File: src/rtl/song_sequencer.sv
// -----------------------------------------------------------------------------
// song_sequencer
//   Plays a fixed tune (first phrase of Ode to Joy) from an internal ROM as a
//   stream of 4-bit note codes. The codes use the switch decoder's encoding,
//   so the downstream mux can pick the matching frequency clock.
//   Each ROM entry is {note[3:0], beats[1:0]}. An entry lasts
//   beats*TICKS_PER_BEAT cycles: a sounding part, then GAP_TICKS silent
//   cycles for articulation.
//
//   Optional build macro: SONG_SEQUENCER_LOOP_EN
//     When defined, the tune repeats. After the last entry, done still
//     pulses, but playback wraps straight back to entry 0. It runs until
//     stop or RESET.
//
// Ports
//   CLK        in   system clock
//   RESET      in   asynchronous, active-high reset
//   start      in   1-cycle pulse, begins playback from entry 0 when idle
//   stop       in   1-cycle pulse, aborts playback (wins over start/pause)
//   pause      in   level, freezes playback while high (no effect when idle)
//   note       out  [3:0] note code 0=C4 .. 7=C5, 8=none
//   note_valid out  note is 0..7 and sounding
//   busy       out  sequencer is in SOUND or GAP
//   index      out  [3:0] ROM entry currently playing
//   done       out  1-cycle pulse when the last entry finishes
// -----------------------------------------------------------------------------
module song_sequencer #(
  parameter int TICKS_PER_BEAT = 25_000_000,
  parameter int GAP_TICKS      = 2_500_000,
  parameter int CNT_W          = 32
) (
  input  logic       CLK,
  input  logic       RESET,
  input  logic       start,
  input  logic       stop,
  input  logic       pause,
  output logic [3:0] note,
  output logic       note_valid,
  output logic       busy,
  output logic [3:0] index,
  output logic       done
);

  typedef enum logic [1:0] {
    S_IDLE,
    S_SOUND,
    S_GAP
  } state_t;

  localparam logic [3:0] NOTE_NONE = 4'd8;
  localparam logic [3:0] LAST_IDX  = 4'd14;
  localparam logic [CNT_W-1:0] GAP_LOAD =
    CNT_W'((GAP_TICKS > 0) ? GAP_TICKS - 1 : 0);

  // Tune ROM: {note, beats}.
  function automatic logic [5:0] rom(input logic [3:0] i);
    logic [5:0] e;
    case (i)
      4'd0:    e = {4'd2, 2'd1};  // E
      4'd1:    e = {4'd2, 2'd1};  // E
      4'd2:    e = {4'd3, 2'd1};  // F
      4'd3:    e = {4'd4, 2'd1};  // G
      4'd4:    e = {4'd4, 2'd1};  // G
      4'd5:    e = {4'd3, 2'd1};  // F
      4'd6:    e = {4'd2, 2'd1};  // E
      4'd7:    e = {4'd1, 2'd1};  // D
      4'd8:    e = {4'd0, 2'd1};  // C4
      4'd9:    e = {4'd0, 2'd1};  // C4
      4'd10:   e = {4'd1, 2'd1};  // D
      4'd11:   e = {4'd2, 2'd1};  // E
      4'd12:   e = {4'd2, 2'd1};  // E
      4'd13:   e = {4'd1, 2'd1};  // D
      4'd14:   e = {4'd1, 2'd2};  // D, two beats
      default: e = {NOTE_NONE, 2'd1};
    endcase
    return e;
  endfunction

  // The counter runs down to 0. Sound lasts load+1 cycles and the gap lasts
  // GAP_TICKS cycles, so the whole entry is exactly beats*TICKS_PER_BEAT.
  function automatic logic [CNT_W-1:0] sound_load(input logic [3:0] i);
    logic [5:0] e;
    e = rom(i);
    return CNT_W'(e[1:0]) * CNT_W'(TICKS_PER_BEAT) - CNT_W'(GAP_TICKS) - CNT_W'(1);
  endfunction

  state_t           state_q, state_d;
  logic [CNT_W-1:0] cnt_q, cnt_d;
  logic [3:0]       idx_q, idx_d;
  logic             done_d;

  // Target of "advance to the next entry"
  state_t           adv_state;
  logic [CNT_W-1:0] adv_cnt;
  logic [3:0]       adv_idx;
  logic             adv_done;

  logic [5:0]       next_entry;
  logic             sounding_d;

  always_comb begin
    // NOTE: every signal written in a combinational block gets a default
    // first, so no path leaves it unassigned and no latch is inferred.
    adv_state = S_SOUND;
    adv_cnt   = '0;
    adv_idx   = '0;
    adv_done  = 1'b0;
    if (idx_q < LAST_IDX) begin
      adv_idx = idx_q + 4'd1;
      adv_cnt = sound_load(idx_q + 4'd1);
    end else begin
      adv_done = 1'b1;
`ifdef SONG_SEQUENCER_LOOP_EN
      adv_state = S_SOUND;
      adv_cnt   = sound_load(4'd0);
`else
      adv_state = S_IDLE;
      adv_cnt   = '0;
`endif
    end
  end

  always_comb begin
    state_d = state_q;
    cnt_d   = cnt_q;
    idx_d   = idx_q;
    done_d  = 1'b0;

    case (state_q)
      S_IDLE: begin
        if (start) begin
          state_d = S_SOUND;
          idx_d   = 4'd0;
          cnt_d   = sound_load(4'd0);
        end
      end
      S_SOUND: begin
        if (!pause) begin
          if (cnt_q != '0) begin
            cnt_d = cnt_q - CNT_W'(1);
          end else if (GAP_TICKS != 0) begin
            state_d = S_GAP;
            cnt_d   = GAP_LOAD;
          end else begin
            state_d = adv_state;
            cnt_d   = adv_cnt;
            idx_d   = adv_idx;
            done_d  = adv_done;
          end
        end
      end
      S_GAP: begin
        if (!pause) begin
          if (cnt_q != '0) begin
            cnt_d = cnt_q - CNT_W'(1);
          end else begin
            state_d = adv_state;
            cnt_d   = adv_cnt;
            idx_d   = adv_idx;
            done_d  = adv_done;
          end
        end
      end
      default: begin
        state_d = S_IDLE;
        cnt_d   = '0;
        idx_d   = 4'd0;
      end
    endcase

    // stop overrides everything, including start and pause.
    if (stop) begin
      state_d = S_IDLE;
      cnt_d   = '0;
      idx_d   = 4'd0;
      done_d  = 1'b0;
    end
  end

  // Outputs are registered from the next state. pause only mutes a running
  // entry; if it is high on the start edge, the first note still sounds.
  assign next_entry = rom(idx_d);
  assign sounding_d = (state_d == S_SOUND) && !(pause && (state_q != S_IDLE));

  always_ff @(posedge CLK or posedge RESET) begin
    // NOTE: sequential state uses non-blocking assignments only, so every
    // register samples the pre-edge values regardless of statement order.
    if (RESET) begin
      state_q    <= S_IDLE;
      cnt_q      <= '0;
      idx_q      <= 4'd0;
      done       <= 1'b0;
      note       <= NOTE_NONE;
      note_valid <= 1'b0;
      busy       <= 1'b0;
    end else begin
      state_q    <= state_d;
      cnt_q      <= cnt_d;
      idx_q      <= idx_d;
      done       <= done_d;
      note       <= sounding_d ? next_entry[5:2] : NOTE_NONE;
      note_valid <= sounding_d;
      busy       <= (state_d != S_IDLE);
    end
  end

  assign index = idx_q;

endmodule
File: config.mk
export PLATFORM = sky130hd
export DESIGN_NAME = song_sequencer
export DESIGN_NICKNAME = d
export VERILOG_FILES = /design/src/rtl/song_sequencer.sv
export SDC_FILE = /design/constraint.sdc
export NUM_CORES = 1
export LEC_CHECK = 0
export ABC_AREA = 1
export CORE_ASPECT_RATIO = 1.5
export CORE_UTILIZATION = 45
export CTS_CLUSTER_DIAMETER = 30
export DETAILED_ROUTE_END_ITERATION = 8
export MAX_ROUTING_LAYER = met4
export PLACE_DENSITY = 0.69
export SYNTH_ARGS = -nofsm -noshare
export SYNTH_HDL_FRONTEND = slang
export SYNTH_SLANG_ARGS = --single-unit
File: constraint.sdc
create_clock -name CLK -period 3.5 [get_ports CLK]
set_clock_uncertainty 0.2 [all_clocks]
set_input_delay 0.875 -clock CLK [delete_from_list [all_inputs] [get_ports CLK]]
set_output_delay 0.875 -clock CLK [all_outputs]
set_load 0.02 [all_outputs]
* After elaboration in Yosys (flattened, before gate mapping)
Memories as Yosys holds them, arrays and structs flattened.
Cells that the tools add are included.
** Storage, ports and cells
- Logic and storage cells :: 58
- Register bits :: 45
- Memories :: 2
- Output and inout port bits :: 11
- Memory bits (read-only) :: 192
** Memories
- (no name shown) :: words 16, width 6, rd ports 1, clocked after Yosys merged registers in 0, write ports 0, line 58 : case (i)
- (no name shown) :: words 16, width 6, rd ports 1, clocked after Yosys merged registers in 0, write ports 0, line 58
** Operators by class
- Magnitude comparators :: 1
- Equality and inequality tests :: 6
- Reduce and logical (&&, ||, !) cells :: 8
- Multipliers :: 1
- Add/subtract/negate cells :: 4
- Muxes and demuxes :: 29
** Operator list (count)
- $mux W32 :: 7
- $pmux W32 S3 :: 1
- $reduce_bool A32 Y1 :: 1
- $sub A32 B1 Y32 const B :: 1
- $sub A28 B2 Y29 const B :: 1
- $sub A27 B22 Y28 const B :: 1
- $mux W4 :: 6
- $mul A2 B19 Y21 const B :: 1
- $mux W2 :: 7
- $pmux W4 S3 :: 1
- $ne A3 B3 Y1 const B :: 3
- $mux W1 :: 6
- $pmux W2 S3 :: 1
- $add A4 B1 Y4 const B :: 1
- $eq A2 B1 Y1 const B :: 2
- $lt A4 B4 Y1 const B :: 1
- $reduce_bool A2 Y1 :: 2
- $reduce_and A3 Y1 :: 1
- $eq A2 B2 Y1 const B :: 1
- $logic_and A1 B1 Y1 :: 2
- $logic_not A2 Y1 :: 1
- $logic_not A1 Y1 :: 1

* Longest topological paths before layout
An unclocked memory read counts as a cell.
- Depth in word-level cells :: 11
- Depth in mapped cells :: 17

* Worst setup path before layout
No wires, ideal clock.
- Path type :: register to register
- Start point :: reg cnt_q[0]
- End point :: reg note[1]
- Path slack :: 0.794 ns
- Setup time :: 0.119 ns
- Data required time :: 3.181 ns
- Arrival time :: 2.387 ns
- Stages on the path, launching flop included :: 18
- Cell sequence :: dfrtp_1 > inv_2 > ha_1 > nand2_2 > nor2_4 > nand2_4 > nor2_8 > buf_4 > nand4_1 > a21oi_1 > a21oi_1 > nor2_1 > inv_1 > ha_1 > inv_1 > nand3_1 > a21oi_1 > nor2_1
** Between the ends
- Elaborated cells on any way between the ends :: 15
** RTL lines
- from (decl) :: line 88 : logic [CNT_W-1:0] cnt_q, cnt_d;
- from (signal assigned) :: line 198 : cnt_q <= cnt_d;
- $reduce_bool A32 Y1 :: line 139, 154
- $mux W4 :: line 154 : if (cnt_q != '0) begin
- $mux W4 :: line 153 : if (!pause) begin
- $pmux W4 S3 :: line 129 : case (state_q)
- $mux W4 :: line 172 : if (stop) begin
- via idx_d[1] :: line 89 : logic [3:0] idx_q, idx_d;
- $mem_v2 Z16 W6
- $mux W4 :: line 201 : note <= sounding_d ? next_entry[5:2] : NOTE_NONE;
- to (signal assigned) :: line 201
- to (decl) :: line 37 : output logic [3:0] note,
The timed path passes the listed nets, and every way through them passes these cells.
A chain may end at the register's enable or synchronous reset.

* Final worst setup path
- Start point :: in start
- End point :: reg note[1]
** Between the ends
- Elaborated cells on any way between the ends :: 10
** RTL lines
- from (decl) :: line 34 : input logic start,
- $mux W4 :: line 131 : if (start) begin
- $pmux W4 S3 :: line 129
- $mux W4 :: line 172
- via idx_d[0] :: line 89
- $mem_v2 Z16 W6
- $mux W4 :: line 201
The timed path passes the listed nets, and every way through them passes these cells.

==> flow_summary.toml <==
[global_routing]
grt_max_degree = 20
grt_first_pass_wirelength_mm = 15.02
track_usage = 0.2793
antenna_found_initial = 0
grt_overflow = 0
grt_pass1_vias = 3020

[synth]
yosysWarnings = 0
async_flop_share = 1.000
synth_edf_count = 0
ys_seq_area_frac = 0.3522
avgSynthCellArea_um2 = 7.307
syn_inst = 438
syn_nets = 455
ys_types = 42
synth.top_cell.area_share = 0.3440
synth_area_leaders = "dfrtp_1 34%, nand2_1 11%, inv_1 6.2%, nor2_1 6.0%, o21ai_0 5.6%"
synth-seq-cells = 45
netlist_area_um2 = 3201
synth-main-ff-cell = "dfrtp_1"
synth_area_leader_cell = "dfrtp_1"

[min_path]
hold_start = "cnt_q[31]"
min_path_type = "flop to flop"

[critical_path]
crit_arrival_ns = 2.96
crit_fanout = 4
cp-end-kind = "flop"
endpoint = "note[1]"
worstPathRequired_ns = 3.52
crit_start = "start"
rr_endpoint = "cnt_q[25]"
r2r_cells = 13
critPathKind = "input port to flop"
r2r_slack_ns = 0.59
reg2reg_from = "index[0]"
cp-start-kind = "input port"

[timing]
tns_ns = 0
min_period_ns = 2.940
setup_slack_ns = 0.5601
timing.fmax_ghz = 0.3402
rsz0062_at_grt = "false"
hold_viol = 0
fin_crit_sh = 0.8400
tightest_slew_ns = 0.6249
drv_slew = 0
max_slew_margin = 0.5796
setup_viol = 0
whs_ns = 0.3586

[power]
p_leak_nw = 1.785
power_density_nw_per_um2 = 357.2
finalPower_mw = 1.276
vdd.ir_drop.worst_mv = 0.2923

[drt]
ant_nets = 0
wl_per_cell_um = 16.93
via_per_inst = 5.512
firstDrtPassIters = 5
via_count = 2982
drtIter0Drc = 246
drcViolationCount = 0
wl_mm = 9.159

[cts]
clock_sinks = 45
cts_tree = "built"
cts_buffers = 5
clock-root-buffer = "clkbuf_8"
clk_pin_slew_ns = 0.10
ctsResizeCount = 0
cts_setup_buffers = 0
cts_hold_buf = 0
clock_latency_ns = 0.32
clk_path_buf_depth = 2
h-tree-depth = 2

[floorplan]
die_w_um = 70.86
die_h_um = 105.3
rows = 37
io_pins = 16
start_util = 0.4671
die-area_um2 = 7461
core_um2 = 6852

[cells_and_area]
antenna_cells = 0
final_cell_area_um2 = 3572
post_route_cells_drive_above_1_share = 0.1123
fin_cells = 541
fillers = 674
layout.nets = 479
finalCoreUtilization = 0.5214
area_growth_pct = 11.61

[placement]
dp.cells = 533
dp_slack_ns = 0.2044
post-dp-hpwl_mm = 7.196
gp_congestion = 0.9854
place_area_um2 = 3478
port_buffers = 15

[run]
drv_cap = 0

[outcome]
status = "complete, no violations"
-- sequential cells by signal, summed over array words and instances (netlist names) --
register	cells
index	4
state_q	2
done	1
busy	1
cnt_q	32
note_valid	1
note	4
-- cell type report --
type / instances / area, um2 / area share
multi-input combinational: 330 / 1829 / 0.5121
sequential: 45 / 1127 / 0.3156
inverter: 57 / 214.0 / 0.05989
timing repair buffer: 23 / 210.2 / 0.05884
tap: 78 / 97.59 / 0.02732
clock buffer: 5 / 68.82 / 0.01926
clock inverter: 3 / 25.02 / 0.007005
-- Yosys cell counts (2+ instances only) --
cell,count
a21oi_1,19
buf_2,3
clkbuf_1,2
dfrtp_1,44
ha_1,12
inv_1,53
inv_2,4
nand2_1,90
nand2_2,7
nand2_4,2
nand3_1,29
nand3b_1,2
nand4_1,8
nor2_1,51
nor2_2,4
nor2_4,6
nor3_1,5
nor4_1,3
o211ai_1,2
o21ai_0,36
o21ai_1,4
o21ai_2,4
o22ai_1,7
o31ai_1,2
or2_2,2
xnor2_1,4
xor2_1,18
-- worst min path at each step --
stage                end  depth (start not counted)
3_3_place_gp   cnt_q[31]                          2
5_1_grt        cnt_q[31]                          2
3_5_place_dp   cnt_q[31]                          2
6_report       cnt_q[31]                          2
4_1_cts        cnt_q[31]                          2
2_1_floorplan  cnt_q[30]                          2
-- power breakdown --
| part | leakage (nW) | internal (mW) | switching, mW |
|---|---|---|---|
| clock | 0.0447 | 0.145 | 0.213 |
| combinational | 1.14 | 0.110 | 0.222 |
| sequential | 0.603 | 0.550 | 0.0365 |
| total | 1.79 | 0.804 | 0.472 |
-- routing by layer --
| layer | track usage | part of all wire | wire length [um] | vias to the layer above |
|---|---|---|---|---|
| met5 | - | 0 | 0 | - |
| li1 | - | - | - | 1489 |
| met3 | 0.04685 | 0.039 | 357 | 34 |
| met1 | 0.2813 | 0.37 | 3390 | 1362 |
| met2 | 0.4911 | 0.54 | 4912 | 97 |
| met4 | 0.1814 | 0.054 | 498 | 0 |
-- cell families after synthesis --
group | Yosys count | synth area share
AND/OR/NAND/NOR | 215 | 0.3186
AO/OA/AOI/OAI | 81 | 0.1458
buffers and inverters | 63 | 0.07623
flip-flops | 45 | 0.3522
XOR/XNOR | 22 | 0.06020
adder cells (fa/ha/maj) | 12 | 0.04691
-- layout by cell type (no fill, tap or decap), types with 2 or more instances in the layout --
| cell | instances |
|---|---|
| nand2_2 | 7 |
| nor2_4 | 6 |
| inv_1 | 52 |
| o211ai_1 | 2 |
| inv_2 | 5 |
| xnor2_1 | 4 |
| nand4_1 | 8 |
| o21ai_2 | 4 |
| or2_2 | 2 |
| nand3b_1 | 2 |
| nor2_1 | 51 |
| o22ai_1 | 7 |
| clkbuf_8 | 5 |
| nor2_2 | 4 |
| nand3_1 | 29 |
| dfrtp_1 | 44 |
| ha_1 | 12 |
| nand2_4 | 2 |
| nor4_1 | 3 |
| nor3_1 | 5 |
| buf_4 | 8 |
| o31ai_1 | 2 |
| o21ai_0 | 36 |
| o21ai_1 | 4 |
| nand2_1 | 90 |
| clkdlybuf4s50_1 | 15 |
| a21oi_1 | 19 |
| xor2_1 | 18 |
-- worst max-delay path, stage by stage --
cell and delay, ns:
clkdlybuf4s50_1 0.46, a21oi_1 0.30, o21bai_1 0.16, inv_1 0.05, nand2_1 0.05, o21ai_0 0.09, nor2_1 0.23, inv_1 0.11
ha_1 0.30, inv_1 0.07, nand3_1 0.07, a21oi_1 0.14, nor2_1 0.06
(Power assumes the default switching activity.)
